`src/rtl/mux_scan_sequencer.sv`:
```
// Select sequencer for an 8:1 mux tree: steps enabled channels, settles, captures.
// Build option SCAN_CONT_EN: restart sweeps continuously until stop or rst.
module mux_scan_sequencer #(
    parameter int N       = 4,
    parameter int DWELL_W = 8
) (
    input  logic               clk,
    input  logic               rst,
    input  logic               start,
    input  logic               stop,
    input  logic [7:0]         chan_mask,
    input  logic [DWELL_W-1:0] dwell,
    input  logic [N-1:0]       mux_y,
    output logic               s0,
    output logic               s1,
    output logic               s2,
    output logic [N-1:0]       data_out,
    output logic [2:0]         chan_out,
    output logic               data_valid,
    output logic               sweep_done,
    output logic               busy
);

    typedef enum logic {IDLE, SETTLE} state_t;

    state_t             state, state_n;
    logic [2:0]         sel, sel_n;
    logic [DWELL_W-1:0] cnt, cnt_n;
    logic [DWELL_W-1:0] dwell_q, dwell_n;
    logic [7:0]         mask_q, mask_n;
    logic [N-1:0]       dout_n;
    logic [2:0]         chan_n;
    logic               dv_n, sd_n;
    logic [2:0]         nxt;

    function automatic logic [2:0] first_en(input logic [7:0] m);
        first_en = 3'd0;
        for (int i = 7; i >= 0; i--)
            if (m[i]) first_en = 3'(i);
    endfunction

    // ascending search from cur+1, wrapping; k=8 lands back on cur
    function automatic logic [2:0] next_en(input logic [7:0] m,
                                           input logic [2:0] cur);
        logic [2:0] idx;
        logic       found;
        next_en = cur;
        found   = 1'b0;
        for (int k = 1; k <= 8; k++) begin
            idx = cur + 3'(k);
            if (m[idx] && !found) begin
                next_en = idx;
                found   = 1'b1;
            end
        end
    endfunction

    assign nxt = next_en(mask_q, sel);

    always_comb begin
        state_n = state;
        sel_n   = sel;
        cnt_n   = cnt;
        dwell_n = dwell_q;
        mask_n  = mask_q;
        dout_n  = data_out;
        chan_n  = chan_out;
        dv_n    = 1'b0;
        sd_n    = 1'b0;
        unique case (state)
            IDLE: begin
                if (start && !stop && chan_mask != 8'd0) begin
                    mask_n  = chan_mask;
                    dwell_n = dwell;
                    sel_n   = first_en(chan_mask);
                    cnt_n   = dwell;
                    state_n = SETTLE;
                end
            end
            SETTLE: begin
                if (stop) begin
                    state_n = IDLE;
                end else if (cnt != '0) begin
                    cnt_n = cnt - 1'b1;
                end else begin
                    dout_n = mux_y;
                    chan_n = sel;
                    dv_n   = 1'b1;
                    cnt_n  = dwell_q;
                    if (nxt <= sel) begin
                        sd_n = 1'b1;
`ifdef SCAN_CONT_EN
                        sel_n = nxt;
`else
                        state_n = IDLE;
`endif
                    end else begin
                        sel_n = nxt;
                    end
                end
            end
            default: state_n = IDLE;
        endcase
    end

    always_ff @(posedge clk) begin
        if (rst) begin
            state      <= IDLE;
            sel        <= 3'd0;
            cnt        <= '0;
            dwell_q    <= '0;
            mask_q     <= 8'd0;
            data_out   <= '0;
            chan_out   <= 3'd0;
            data_valid <= 1'b0;
            sweep_done <= 1'b0;
        end else begin
            state      <= state_n;
            sel        <= sel_n;
            cnt        <= cnt_n;
            dwell_q    <= dwell_n;
            mask_q     <= mask_n;
            data_out   <= dout_n;
            chan_out   <= chan_n;
            data_valid <= dv_n;
            sweep_done <= sd_n;
        end
    end

    assign s0   = sel[0];
    assign s1   = sel[1];
    assign s2   = sel[2];
    assign busy = (state == SETTLE);

endmodule

```
`config.mk`:
```
export PLATFORM = sky130hd
export DESIGN_NAME = mux_scan_sequencer
export DESIGN_NICKNAME = d
export VERILOG_FILES = /design/src/rtl/mux_scan_sequencer.sv
export SDC_FILE = /design/constraint.sdc
export NUM_CORES = 1
export LEC_CHECK = 0
export ABC_CLOCK_PERIOD_IN_PS = 4300
export BUFFER_PORTS_ARGS = -buffer_cell sky130_fd_sc_hd__buf_2
export CORE_MARGIN = 8
export CORE_UTILIZATION = 53
export CTS_CLUSTER_DIAMETER = 40
export CTS_CLUSTER_SIZE = 40
export DETAILED_ROUTE_END_ITERATION = 7
export PLACE_DENSITY = 0.77
export SYNTH_ARGS = -nofsm -noshare
export SYNTH_HDL_FRONTEND = slang
export SYNTH_SLANG_ARGS = --single-unit
```
`constraint.sdc`:
```
create_clock -name clk -period 4.3 [get_ports clk]
set_clock_uncertainty 0.05 [all_clocks]
set_input_delay 0.43 -clock clk [delete_from_list [all_inputs] [get_ports clk]]
set_output_delay 0.43 -clock clk [all_outputs]
set_load 0.01 [all_outputs]
```
# Yosys cells after proc, flatten, opt, wreduce, memory -nomap -nowiden
# Cells that the tools add are included.
totals:
  regBits: 37
  latch_bits: 0
  ramBits: 0
  romBits: 0
  inputBits: 24
  out_inout_bits: 13
  word_cells: 113
  n_memories: 0
op_classes:
  addsub: 8
  n_mul: 0
  div: 0
  magnitude_cmp: 9
  eq_ne: 4
  shifts: 0
  n_mux: 55
  n_bitwise: 3
  n_reduce_logical: 25
op_table:
  columns: ["cell", "count"]
  rows:
  - ["$mux W3", 20]
  - ["$lt A3 B4 Y1 const B", 8]
  - ["$bmux W1 S3", 8]
  - ["$mux W8", 3]
  - ["$mux W1", 21]
  - ["$pmux W8 S2", 1]
  - ["$reduce_bool A8 Y1", 2]
  - ["$add A3 B3 Y3 const B", 4]
  - ["$logic_and A1 B1 Y1", 9]
  - ["$logic_not A1 Y1", 8]
  - ["$ne A2 B2 Y1 const B", 4]
  - ["$sub A8 B1 Y8 const B", 1]
  - ["$add A3 B2 Y3 const B", 2]
  - ["$pmux W3 S2", 1]
  - ["$reduce_and A2 Y1", 2]
  - ["$reduce_and A4 Y1", 1]
  - ["$reduce_or A4 Y1", 1]
  - ["$add A3 B1 Y3 const B", 1]
  - ["$le A3 B3 Y1", 1]
  - ["$not A1 Y1", 3]
  - ["$reduce_and A3 Y1", 1]
  - ["$reduce_or A3 Y1", 1]
  - ["$pmux W1 S2", 1]

# Longest topological paths before layout
logic_depth:
  depth_word: 30
  ltp_mapped: 19
  ltp_nobuf: 16

# Worst setup path after synthesis
# No wires, ideal clock.
synth_timing:
  path_kind: "reg2reg"
  startpoint: "reg sel[1]"
  endpoint: "reg sel[1]"
  setup_ps: 69
  t_arrival_ps: 4171
  required_time_ps: 4181
  slack_ps: 10
  stages_incl_launch_ff: 20
  path_buffers: 3
  synth_period_minus_slack_ps: 4290
  cell_sequence: "dfxtp_1 > buf_2 > inv_1 > ha_1 > buf_6 > buf_2 > mux4_2 > nand2b_1 > o21ai_0 > o31ai_1 > a31oi_1 > o31ai_1 > nand2_1 > ha_1 > and3_1 > a211oi_1 > o21ai_1 > or3_1 > nor2_1 > o2bb2ai_2"
synth_between:
  elab_chain_cells: 29
  word_cells_on_any_way: 59
  classes_between: "add/sub (7); order compare (1); eq/ne (1); mux (35); reduce/logical (15)"
synth_rtl:
  columns: ["item", "line", "text"]
  rows:
  - ["start: declaration", "27", "logic [2:0] sel, sel_n;"]
  - ["start signal: assignment", "119", "sel <= sel_n;"]
  - ["parallel branches: the longest is 29 deep, another holds $add A3 B1 Y3", null, null]
# Several ways; the timed one is not identified. The select of a mux whose other input is x is not followed.
# A chain may end at the register's enable or synchronous reset.

# Final worst setup path
layout_timing:
  startpoint: "reg sel[0]"
  endpoint: "reg sel[1]"
# The elaborated chain is that of the path after synthesis.

==> metrics.log <==
[metrics] result of the run: complete, no violations
[metrics] routed vias/inst: between 5 and 6
[metrics] number of instances in the synthesized netlist: 328
[metrics] cell area after placement: 3083 um2
[metrics] dominant cells by area after synthesis: sky130_fd_sc_hd__dfxtp_1, sky130_fd_sc_hd__mux4_2, sky130_fd_sc_hd__mux2i_1, sky130_fd_sc_hd__nand2_1, sky130_fd_sc_hd__nor2_1
[metrics] final core utilization: a little over three fifths
[metrics] dominant combinational cell family by area after synthesis: multiplexers
[metrics] post-synth cell types: between 50 and 60
[metrics] dpl ws: 0.05665 ns
[metrics] share of the synthesized area in compound gates (AO/OA/AOI/OAI): 16.37%
[metrics] Slew Viols, Final: 0
[metrics] area fraction in and, or, nand and nor cells after synthesis: 17.92%
[metrics] Inserted Diodes: 0
[metrics] relative area change from synthesis to final layout: 13.42%
[metrics] Die Wd: ~89 um
[metrics] Crit Reg-Reg Startpoint: sel[0]
[metrics] worst-skew pair later-pin latency: about 0.3 ns
[metrics] die footprint: 7946 um2
[metrics] area share of the largest cell type after synthesis: 26.13%
[metrics] CTS Hold Bufs: 0
[metrics] final critical delay including setup and external delays: between 4 and 5 ns
[metrics] area leader, netlist: sky130_fd_sc_hd__dfxtp_1
[metrics] achievable frequency: between 0.2 and 0.25 GHz
[metrics] overall overflow remaining after global route: 0
[metrics] # rows: 26
[metrics] Layout Cells excl Fill: roughly 430
[metrics] flip-flop and latch count after synthesis: 37
[metrics] Post-Synthesis Mean Instance Area: 8.644 um2
[metrics] number of top-level design ports: 37
[metrics] post-route setup slack: 0.1839 ns
[metrics] starting density of the core: 55.16%
[metrics] setup-violating endpoint count in the final report: 0
[metrics] cell area power density: 331.7 nW/um2
[metrics] synthesized netlist net count: 359
[metrics] DRC violation total after the first TritonRoute iteration: 233
[metrics] number of buffers on the longest clock path: 2
[metrics] setup TNS: 0 ns
[metrics] Final Hold Violating Endpoints: 0
[metrics] number of global-route vias before repair: 2,562
[metrics] total chip power: 1.067 mW
[metrics] worst setup path startpoint: sel[0]
[metrics] share of synthesized registers carrying an async set or reset: 0%
[metrics] Post-Synth XOR/XNOR Area: 3.045%
[metrics] Setup CP Type: reg2reg
[metrics] Leak: between 1 and 1.5 nW
[metrics] Worst setup EP type: register
[metrics] total iterations of the first detailed-routing run: 4
[metrics] routed wire length per instance: roughly 17 um
[metrics] Worst Tran Pin Value: between 0.9 and 1 ns
[metrics] worst hold path type: in2reg
[metrics] height of the chip: 89.14 um
[metrics] worst relative slew slack: 33.36%
[metrics] final HPWL from detailed placement: about 5.2 mm
[metrics] number of buffers inserted during clock tree synthesis: 5
[metrics] data arrival at the endpoint of the critical path: between 4 and 5 ns
[metrics] Post-DRT Antenna Nets: 0
[metrics] worst hold-check slack: 0.3147 ns
[metrics] DRC errors left: 0
[metrics] post-placement cell count: roughly 420
[metrics] level count of the clock H-tree: 2
[metrics] Cell Area, Synth: about 2800 um2
[metrics] count of vias placed by the detailed router: 2,552
[metrics] number of fillers in the final layout: 478
[metrics] commonest register cell after synthesis: sky130_fd_sc_hd__dfxtp_1
[metrics] count of input and output buffers: 36
[metrics] number of enable-type register cells in the synthesized netlist: 0
[metrics] initial antenna violation count: 0
[metrics] most frequent cells in the layout: sky130_fd_sc_hd__nand2_1, sky130_fd_sc_hd__nor2_1, sky130_fd_sc_hd__dfxtp_1, sky130_fd_sc_hd__buf_2, sky130_fd_sc_hd__mux2i_1
[metrics] GP Congestion: 0.9332
[metrics] sequential-to-total area share from yosys stat: 26.13%
[metrics] Final #Nets: 389
[metrics] global-route wire length before repair: 11.97 mm
[metrics] startpoint of the tightest hold check path: mux_y[2]
[metrics] commonest non-fill, non-tap cell in the layout: sky130_fd_sc_hd__nand2_1
[metrics] total number of clock tree sinks: 37
[metrics] clock tree from TritonCTS: yes
[metrics] clock slew at reported path FFs: 0.08 ns
[metrics] design area: 3216 um2
[metrics] CP startpoint kind: register
[metrics] number of violations of the max-capacitance limit: 0
[metrics] maximum number of pins on one net before global-route repair: 41
[metrics] final WL: between 7 and 8 mm
[metrics] portion of the clock cycle consumed by the worst path in the final layout: 95.72%
[metrics] overall track demand over capacity in global routing: 19.14%
[metrics] post-synthesis share of cell area spent on full adders, half adders and majority gates: 3.089%
[metrics] root buffer selected by CTS: sky130_fd_sc_hd__clkbuf_8
[metrics] fraction of final layout cells sized beyond drive strength 1: 24.79%
[metrics] post-synthesis mux area share: around 28%
[metrics] peak ir drop on the vdd network: 0.3085 mV
[metrics] largest fanout on the critical path: 20
[metrics] core area: 5140 um2
[metrics] required time at the worst-slack endpoint: around 4.4 ns
[metrics] warnings from Yosys: 0
[repair_timing]
action | 4_1_cts | 5_1_grt
gates resized for setup | 0 | 4
setup buffers | 0 | 0
setup endpoints to repair | 0 | 3
[where the power goes]
part           switching, mW  internal (mW)
combinational          0.212          0.181
sequential            0.0324          0.363
clock                  0.131          0.148
total                  0.375          0.692
[worst paths after layout]
check                     end  slack [ns]  cells past startpoint
hold reg to reg   data_out[2]        0.40                      2
setup reg to reg       sel[1]        0.18                     16
setup / recovery       sel[1]        0.18                     16
hold / removal    data_out[2]        0.31                      3
[cell type report]
type                            count  area, um2  area share (%)
Multi-Input combinational cell    253       1967           61.17
Sequential cell                    37      740.7           23.04
Timing Repair Buffer               47      262.8           8.171
Clock buffer                        7      96.34           2.996
Tap cell                           70      87.58           2.724
Inverter                           14      52.55           1.634
Clock inverter                      1      8.758          0.2724
[worst max-delay path, cell delays in order, from the launching register on]
cell and delay, ns:
sky130_fd_sc_hd__dfxtp_1 0.36, sky130_fd_sc_hd__buf_4 0.31, sky130_fd_sc_hd__ha_1 0.42, sky130_fd_sc_hd__xnor2_4 0.22
sky130_fd_sc_hd__mux2i_4 0.31, sky130_fd_sc_hd__nand4_1 0.15, sky130_fd_sc_hd__nand2b_4 0.20, sky130_fd_sc_hd__or3_1 0.37
sky130_fd_sc_hd__o21ai_2 0.11, sky130_fd_sc_hd__ha_1 0.16, sky130_fd_sc_hd__nor2b_1 0.14, sky130_fd_sc_hd__o21ai_0 0.13
sky130_fd_sc_hd__a211oi_1 0.35, sky130_fd_sc_hd__o21ai_2 0.15, sky130_fd_sc_hd__a32o_1 0.27, sky130_fd_sc_hd__a31oi_1 0.20
sky130_fd_sc_hd__o2bb2ai_2 0.09
[logic make-up after synthesis]
group,count (synthesis)
AND/OR/NAND/NOR,113
AO/OA/AOI/OAI,68
multiplexers,56
buffers and inverters,38
flip-flops,37
XOR/XNOR,9
adder cells (fa/ha/maj),7
[registers in the layout (all words and copies together), names as in the netlist]
register    count
busy            1
chan_out        3
cnt             8
data_out        4
data_valid      1
dwell_q         8
mask_q          8
sel             3
sweep_done      1
[per-layer routing]
metal / wire length, um / vias to the layer above / part of all wire, % / global-route usage, %
li1: - / 1252 / - / -
met1: 3050 / 1194 / 43 / 23.55
met2: 3418 / 85 / 48 / 30.98
met3: 470 / 21 / 6.6 / 4.412
met4: 216 / 0 / 3.0 / 8.761
met5: 0 / - / 0 / 0
[cells in the mapped netlist (all sizes together) (6+ instances only)]
master and instances:
nand2 40, mux2i 35, clkbuf 14, a21oi 15, ha 7, nor2 39
inv 13, o21ai 15, dfxtp 37, a31oi 6, xnor2 6, nor3 9
mux2 6, mux4 15, a211oi 9, buf 10
Note: power is estimated with default switching activity, not from simulation.
